File: src/rtl/img_pkg.sv
// Shared types and default geometry for the frame-capture writer (img_writer).
package img_pkg;

  typedef enum logic [1:0] {
    IDLE    = 2'd0,
    ARMED   = 2'd1,
    CAPTURE = 2'd2,
    DONE    = 2'd3
  } state_t;

  localparam int DEF_H_RES  = 170;
  localparam int DEF_V_RES  = 240;
  localparam int DEF_PIXELS = DEF_H_RES * DEF_V_RES;  // 40800
  localparam int ADDR_W     = 16;

  // Counter width that still works for a degenerate 1-wide dimension.
  function automatic int cnt_w(input int n);
    return (n > 1) ? $clog2(n) : 1;
  endfunction

endpackage

File: src/rtl/img_writer_if.sv
// Pixel-stream input and result-RAM write port of img_writer.
// Handshake: i_de and we are valid strobes with no ready. The writer always
// accepts i_de, and the RAM always accepts we. Both sides sample on the same rising edge.
interface img_writer_if
  import img_pkg::*;
#(
  parameter int DATA_W = 8
);

  logic              i_start;
  logic              i_de;
  logic [DATA_W-1:0] i_data;
  logic              we;
  logic [ADDR_W-1:0] waddr;
  logic [DATA_W-1:0] wdata;

  modport master (
    input  i_start, i_de, i_data,
    output we, waddr, wdata
  );

  modport slave (
    output i_start, i_de, i_data,
    input  we, waddr, wdata
  );

endinterface

File: src/rtl/img_xy_counter.sv
// Raster x/y position counters for img_writer.
// x wraps at H_RES-1 and carries into y. last flags the final pixel of the frame.
module img_xy_counter #(
  parameter int H_RES = 170,
  parameter int V_RES = 240,
  parameter int X_W   = 8,
  parameter int Y_W   = 8
) (
  input  logic           clk,
  input  logic           reset,
  input  logic           clr,
  input  logic           adv,
  output logic [X_W-1:0] x,
  output logic [Y_W-1:0] y,
  output logic           last
);

  logic x_end;
  logic y_end;

  assign x_end = (x == X_W'(H_RES - 1));
  assign y_end = (y == Y_W'(V_RES - 1));
  assign last  = x_end && y_end;

  always_ff @(posedge clk or posedge reset) begin
    if (reset) begin
      x <= '0;
      y <= '0;
    end else if (clr) begin
      x <= '0;
      y <= '0;
    end else if (adv) begin
      if (x_end) begin
        x <= '0;
        y <= y_end ? '0 : y + 1'b1;
      end else begin
        x <= x + 1'b1;
      end
    end
  end

endmodule

File: src/rtl/img_writer.sv
// Frame capture writer: arms on i_start and writes one frame of i_de pixels to RAM in raster order.
// Optional idle-timeout abort is built only when IMG_WRITER_TIMEOUT_EN is defined.
module img_writer
  import img_pkg::*;
#(
  parameter int H_RES       = DEF_H_RES,
  parameter int V_RES       = DEF_V_RES,
  parameter int DATA_W      = 8,
  parameter int TIMEOUT_CYC = 4096
) (
  input  logic                clk,
  input  logic                reset,
  img_writer_if.master        bus,
  output logic                o_busy,
  output logic                o_frame_done,
  output logic                o_overflow,
  output logic                o_abort,
  output state_t              o_state
);

  localparam int X_W = cnt_w(H_RES);
  localparam int Y_W = cnt_w(V_RES);

  if (TIMEOUT_CYC < 1 || H_RES * V_RES > 65536) begin : g_param_check
    $error("img_writer: bad TIMEOUT_CYC or frame larger than the 16-bit address space");
  end

  state_t            state;
  logic [X_W-1:0]    x;
  logic [Y_W-1:0]    y;
  logic              last;
  logic              accept;
  logic              timeout_hit;
  logic              cnt_clr;
  logic [ADDR_W-1:0] lin_addr;

  assign accept   = bus.i_de && (state == ARMED || state == CAPTURE);
  assign cnt_clr  = (accept && last) || timeout_hit;
  assign lin_addr = ADDR_W'(32'(y) * 32'(H_RES) + 32'(x));
  assign o_state  = state;

  img_xy_counter #(
    .H_RES (H_RES),
    .V_RES (V_RES),
    .X_W   (X_W),
    .Y_W   (Y_W)
  ) u_xy (
    .clk   (clk),
    .reset (reset),
    .clr   (cnt_clr),
    .adv   (accept),
    .x     (x),
    .y     (y),
    .last  (last)
  );

`ifdef IMG_WRITER_TIMEOUT_EN
  localparam int CNT_W = $clog2(TIMEOUT_CYC + 1);

  logic [CNT_W-1:0] idle_cnt;
  logic             abort_q;

  // idle_cnt holds the number of idle CAPTURE cycles already seen. The current idle cycle is the one that fires.
  assign timeout_hit = (state == CAPTURE) && !bus.i_de &&
                       (idle_cnt == CNT_W'(TIMEOUT_CYC - 1));
  assign o_abort     = abort_q;

  always_ff @(posedge clk or posedge reset) begin
    if (reset) begin
      idle_cnt <= '0;
      abort_q  <= 1'b0;
    end else begin
      abort_q <= timeout_hit;
      if (state != CAPTURE || bus.i_de || timeout_hit) begin
        idle_cnt <= '0;
      end else begin
        idle_cnt <= idle_cnt + 1'b1;
      end
    end
  end
`else
  assign timeout_hit = 1'b0;
  assign o_abort     = 1'b0;
`endif

  always_ff @(posedge clk or posedge reset) begin
    if (reset) begin
      state        <= IDLE;
      bus.we       <= 1'b0;
      bus.waddr    <= '0;
      bus.wdata    <= '0;
      o_busy       <= 1'b0;
      o_frame_done <= 1'b0;
      o_overflow   <= 1'b0;
    end else begin
      bus.we       <= 1'b0;
      o_frame_done <= 1'b0;
      unique case (state)
        IDLE: begin
          if (bus.i_start) begin
            state      <= ARMED;
            o_busy     <= 1'b1;
            o_overflow <= 1'b0;
          end else if (bus.i_de) begin
            o_overflow <= 1'b1;
          end
        end
        ARMED, CAPTURE: begin
          if (bus.i_de) begin
            bus.we    <= 1'b1;
            bus.waddr <= lin_addr;
            bus.wdata <= bus.i_data;
            if (last) begin
              state  <= DONE;
              o_busy <= 1'b0;
            end else begin
              state <= CAPTURE;
            end
          end else if (timeout_hit) begin
            state  <= IDLE;
            o_busy <= 1'b0;
          end
        end
        DONE: begin
          // DONE spans the last write's cycle and then the frame_done cycle.
          if (bus.i_de) o_overflow <= 1'b1;
          if (!o_frame_done) begin
            o_frame_done <= 1'b1;
          end else begin
            state <= IDLE;
          end
        end
        default: state <= IDLE;
      endcase
    end
  end

endmodule

File: src/flat_wrapper.sv
// flat-port wrapper written by rule: the top's interface ports become plain ports
module img_writer_flat import img_pkg::*;
#(
  parameter int H_RES       = DEF_H_RES,
  parameter int V_RES       = DEF_V_RES,
  parameter int DATA_W      = 8,
  parameter int TIMEOUT_CYC = 4096
)
  (clk, reset, o_busy, o_frame_done, o_overflow, o_abort, o_state, bus_i_start, bus_i_de, bus_i_data, bus_we, bus_waddr, bus_wdata);
  img_writer_if #(.DATA_W(DATA_W)) bus_i ();
  input  logic clk;
  input  logic reset;
  output logic o_busy;
  output logic o_frame_done;
  output logic o_overflow;
  output logic o_abort;
  output state_t o_state;
  input wire logic [$bits(bus_i.i_start)-1:0] bus_i_start;
  input wire logic [$bits(bus_i.i_de)-1:0] bus_i_de;
  input wire logic [$bits(bus_i.i_data)-1:0] bus_i_data;
  output wire logic [$bits(bus_i.we)-1:0] bus_we;
  output wire logic [$bits(bus_i.waddr)-1:0] bus_waddr;
  output wire logic [$bits(bus_i.wdata)-1:0] bus_wdata;
  assign bus_i.i_start = bus_i_start;
  assign bus_i.i_de = bus_i_de;
  assign bus_i.i_data = bus_i_data;
  assign bus_we = bus_i.we;
  assign bus_waddr = bus_i.waddr;
  assign bus_wdata = bus_i.wdata;
  img_writer #(.H_RES(H_RES), .V_RES(V_RES), .DATA_W(DATA_W), .TIMEOUT_CYC(TIMEOUT_CYC)) u_core (.clk(clk), .reset(reset), .bus(bus_i), .o_busy(o_busy), .o_frame_done(o_frame_done), .o_overflow(o_overflow), .o_abort(o_abort), .o_state(o_state));
endmodule
File: config.mk
export PLATFORM = sky130hd
export DESIGN_NAME = img_writer_flat
export DESIGN_NICKNAME = d
export VERILOG_FILES = /design/src/rtl/img_pkg.sv /design/src/rtl/img_writer_if.sv /design/src/rtl/img_xy_counter.sv /design/src/rtl/img_writer.sv /design/src/flat_wrapper.sv
export SDC_FILE = /design/constraint.sdc
export NUM_CORES = 1
export LEC_CHECK = 0
export CAP_MARGIN = 40
export CORE_MARGIN = 2
export CORE_UTILIZATION = 50
export CTS_CLUSTER_DIAMETER = 80
export CTS_CLUSTER_SIZE = 25
export DETAILED_ROUTE_END_ITERATION = 16
export PLACE_DENSITY_LB_ADDON = 0.12
export SYNTH_ARGS = -nofsm -noshare
export SYNTH_HDL_FRONTEND = slang
export SYNTH_HIERARCHICAL = 1
export SYNTH_SLANG_ARGS = --single-unit
File: constraint.sdc
create_clock -name clk -period 4.6 [get_ports clk]
set_input_delay 0.46 -clock clk [delete_from_list [all_inputs] [get_ports clk]]
set_output_delay 0.46 -clock clk [all_outputs]
set_load 0.01 [all_outputs]
* After elaboration in Yosys (flattened, before gate mapping)
Index checks and enable logic that the tools add are counted.
Cells by class: add/sub/neg operators 3, multiply operators 1, eq/ne operators 9, muxes and demuxes 23, reductions and logical operators 14
Operator list (number):
- $mux W8 | 7
- $add A16 B8 Y16 | 1
- $add A8 B1 Y8 const B | 2
- $eq A8 B8 Y1 const B | 2
- $mul A8 B7 Y15 const B | 1
- $mux W1 | 10
- $reduce_bool A2 Y1 | 4
- $mux W2 | 3
- $pmux W2 S3 | 1
- $eq A2 B2 Y1 const B | 2
- $ne A2 B1 Y1 const B | 2
- $ne A2 B2 Y1 const B | 2
- $pmux W1 S2 | 2
- $reduce_and A2 Y1 | 2
- $reduce_and A4 Y1 | 1
- $logic_and A1 B1 Y1 | 3
- $reduce_and A3 Y1 | 1
- $eq A2 B1 Y1 const B | 1
- $logic_not A2 Y1 | 1
- $reduce_or A2 Y1 | 1
- $logic_or A1 B1 Y1 | 1
Storage, ports and cells: register bits after elaboration 46, input bits 12, output and inout bits 31, logic and storage cells 59

* Longest topological paths before layout
Gate-level depths: netlist (run 1).
depth after elaboration 6, gate-level depth with buffers 16, mapped depth without buffers 16

* Cells and area by module
The synthesis (run 1) kept the hierarchy.
Modules (own cells, without submodules):
- img_writer | times used 1, cells each 274, area each 2672.6 um^2, sequential area each 750.7 um^2
- img_xy_counter | times used 1, cells each 94, area each 897.1 um^2, sequential area each 400.4 um^2

* Least setup slack after synthesis (run 1)
OpenSTA, ideal clock, no wires.
kind reg2reg, start point reg u_core.u_xy.y[1], end point reg u_core.bus.waddr[15], library setup time 0.069 ns, arrival time 3.996 ns, data required time 4.531 ns, slack 0.536 ns, cell stages (with the launch flop) 15, buffers on the path 0, clock period less this slack 4.064 ns, cell sequence dfrtp_1 -> ha_1 -> fa_1 -> ha_1 -> inv_1 -> fa_1 -> inv_1 -> ha_1 -> o21a_1 -> o2bb2ai_2 -> o21ai_1 -> xor2_1 -> nand4_2 -> or4_1 -> nand3_1
On the way: cells in the longest elaborated chain, start to end 2
RTL lines:
- start: declaration | line img_xy_counter.sv:14 | output logic [Y_W-1:0] y,
- start signal: assignment | line img_xy_counter.sv:35 | y <= y_end ? '0 : y + 1'b1;
- $mul A8 B7 Y15 | line img_writer.sv:39 | assign lin_addr = ADDR_W'(32'(y) * 32'(H_RES) + 32'(x));
- $add A16 B8 Y16 | line img_writer.sv:39
- end signal: assignment | line img_writer.sv:111 | bus.waddr <= lin_addr;
- end: declaration | line img_writer_if.sv:19 | output we, waddr, wdata
Every way passes these cells. A chain may end at the register's enable or synchronous reset.

* Worst setup path in the final report (run 1)
Same ends and word-level chain as after synthesis.

==> flow_summary.ini, run 1 <==
[routing]
drc_errors = 0
num_vias = 2675
drtPass1Iterations = 6
via_per_inst = 5.28
wire_per_inst_um = 14.1
routed_wl_um = 7170
drt_iter0_markers = 158
ant_nets = 0

[floorplan]
ios = 43
start_util = 0.520
rows = 30
core-area_um2 = 6870
die_h_um = 88.5
dieArea_um2 = 7830
die_w_um = 88.5

[logic_synthesis]
syn_area_per_cell_um2 = 9.70
synth_nets = 433
synth-async-reset-ratio = 1.00
synthTopCellsByArea = dfrtp_1 (32%), ha_1 (15%), fa_1 (5.0%)
synth.most_common_cell = dfrtp_1
synthFlopType = dfrtp_1
synth_top_area_frac = 0.322
synth_cells = 368
ys_ff_latch = 46
yosys_warnings = 6
yosysSeqAreaShare = 0.322
synth_area_um2 = 3570
synth_cell_type_count = 64
synth_top_area_cell = dfrtp_1
synth_common_cells = dfrtp_1 (46), ha_1 (44), inv_1 (44), nand2_1 (30), a21oi_1 (20)
synth-edff-count = 0

[job]
drv_cap = 0

[global_routing]
grt_max_degree = 25
grt_first_pass_wirelength_um = 12300
overflow = 0
grt_pass1_vias = 2589
track_usage = 0.198
antenna_found_initial = 0

[sta]
layout_min_cycle_time_ns = 4.31
hold_viol = 0
slew_headroom = 0.585
maxSlewViolCount = 0
skew_ns = 0.00661
rsz0062_at_grt = false
max_freq_mhz = 232
worstMarginPinSlew_ns = 0.622
tns_ns = 0
setup_viol = 0
finalCritPeriodShare = 0.937

[outcome]
status = completed

[worst_hold_path]
hp-class = flop to flop

[setup_path]
crit_type = flop to flop
cp-start-kind = flop
worstPathRequired_ns = 4.84
crit_path_top_delay_cell = or4_1
crit_path_max_incr_delay_ns = 0.52
cp_max_fo = 7
endpoint_kind = flop
cp_common_cell = ha_1
critPathArrivalTime_ns = 4.55
path_cells = ha_1 > fa_1 > ha_1 > inv_1 > fa_1 > inv_1 > ha_1 > o21a_2 > o2bb2ai_4 > xor2_1 > nor3b_2 > nand4_2 > or4_1 > nand3_1

[pwr]
p_comb_frac = 0.417
total_power_mw = 1.58
pwr_density_cell_nw_per_um2 = 376
switching_share = 0.352
vdd_ir_drop_max_mv = 0.270
sequentialPowerShare = 0.389
intPower_mw = 1.03
p_switching_uw = 558
leakage_nw = 1.98
pwr-share-clk = 0.194

[clock_network]
cts_setup_buffers = 0
hold_buffers = 0
clk_latency_ns = 0.30
cts_buffer_depth = 2
cts_tree = built
cts.sinks = 46
cts_resized = 0
tritoncts.num_buffers = 5
clkSlewWorstSetupHoldPaths_ns = 0.09
cts_root_buf = clkbuf_8
htreeDepth = 2

[layout]
layout.nets = 475
areaGrowthSynthToFinish_pct = 17.9
antenna_cells = 0
final_layout_size_suffix_gt1_frac = 0.117

[placed_design]
place.gp.congestion = 0.865
portBuffers = 41
dpl.hpwl_um = 5730
## power groups by stage
stage	logic [mW]	clock network, mW	registers [mW]
finish	0.661	0.308	0.616
global route	0.727	0.339	0.632
CTS	0.668	0.319	0.618
detailed placement	0.665	0	0.626
global placement	0.651	0	0.623
floorplan	0.365	0	0.648
## flip-flops by register name, indices dropped and copies added, names as in the netlist
name,flops
u_core/bus.waddr,16
u_core/bus.wdata,8
u_core/u_xy/x,8
u_core/u_xy/y,8
u_core/o_state,2
u_core/bus.we,1
u_core/o_busy,1
u_core/o_frame_done,1
u_core/o_overflow,1
## final timing paths
| check | from | end | slack, ns | cells after the start |
|---|---|---|---|---|
| hold reg to reg | u_core/o_frame_done | u_core/o_frame_done | 0.45 | 1 |
| setup reg to reg | u_core/u_xy/y[1] | u_core/bus.waddr[15] | 0.29 | 14 |
| max in group asynchronous | reset | u_core/bus.waddr[13] | 3.59 | 3 |
| setup / recovery | u_core/u_xy/y[1] | u_core/bus.waddr[15] | 0.29 | 14 |
| min in group asynchronous | reset | u_core/bus.wdata[5] | 0.52 | 2 |
| hold / removal | u_core/o_frame_done | u_core/o_frame_done | 0.45 | 1 |
## worst max-delay path: cells and delay by family, from the launching register on
family                     cells  cell delay, ns
AOI/OAI and AO/OA              2            0.29
xor gates and xnor gates       1            0.18
buffers and inverters          2            0.12
adders and majority gates      5            2.07
DFF                            1            0.46
and+or+nand+nor                4            1.12
## per-stage QoR
step	setup slack [ns]	hold slack (ns)	area [µm²]	instances	utilization
floorplan	0.536	0.374	3570	368	-
global placement	0.379	0.431	4040	498	0.588
detailed placement	0.231	0.453	4070	499	0.592
CTS	0.215	0.466	4180	507	0.609
global route	0.0161	0.477	4210	507	0.613
finish	0.289	0.454	4210	507	0.613
## layout make-up
type / instances / area [µm²]
clock buffer: 5 / 68.8
clock inverter: 3 / 43.8
fill: 623 / 2660
inverter: 45 / 169
multi-input combinational: 268 / 2200
sequential: 46 / 1150
tap: 96 / 120
timing repair buffer: 44 / 453
## routing by layer
layer  GRT usage  share of wire  vias up
met5           0              0        -
met4      0.0427         0.0087        0
met3      0.0326          0.024        5
met2       0.324           0.46       41
met1       0.279           0.50     1265
li1            -              -     1364
## cell usage in the layout, fill, tap and decap left out, types with 8 or more instances in the layout
cell	n
xnor2_1	8
nand2_1	30
inv_1	44
nand3_1	8
clkdlybuf4s50_1	41
a21oi_1	19
fa_1	9
ha_1	44
o21ai_0	19
dfrtp_1	46
mux2_2	11
xor2_1	14
nor2_1	14
## logic make-up after synthesis
family,count (synthesis),share of synthesized area
AOI/OAI and AO/OA,79,0.149
muxes,12,0.0375
buffers and inverters,54,0.0683
adders and majority gates,53,0.205
DFF,46,0.322
other,1,0.00105
and+or+nand+nor,99,0.156
xor gates and xnor gates,24,0.0610
Power figures use the tool's default switching activity.
==> run 2: changes to the inputs <==
--- a/config.mk
+++ b/config.mk
@@ -12,6 +12,7 @@
 export CTS_CLUSTER_SIZE = 25
 export DETAILED_ROUTE_END_ITERATION = 16
 export PLACE_DENSITY_LB_ADDON = 0.12
+export SKIP_LAST_GASP = 1
 export SYNTH_ARGS = -nofsm -noshare
 export SYNTH_HDL_FRONTEND = slang
 export SYNTH_HIERARCHICAL = 1
==> results of run 2 <==
Same layout as run 1: the final DEF is identical, and so are final timing and power.
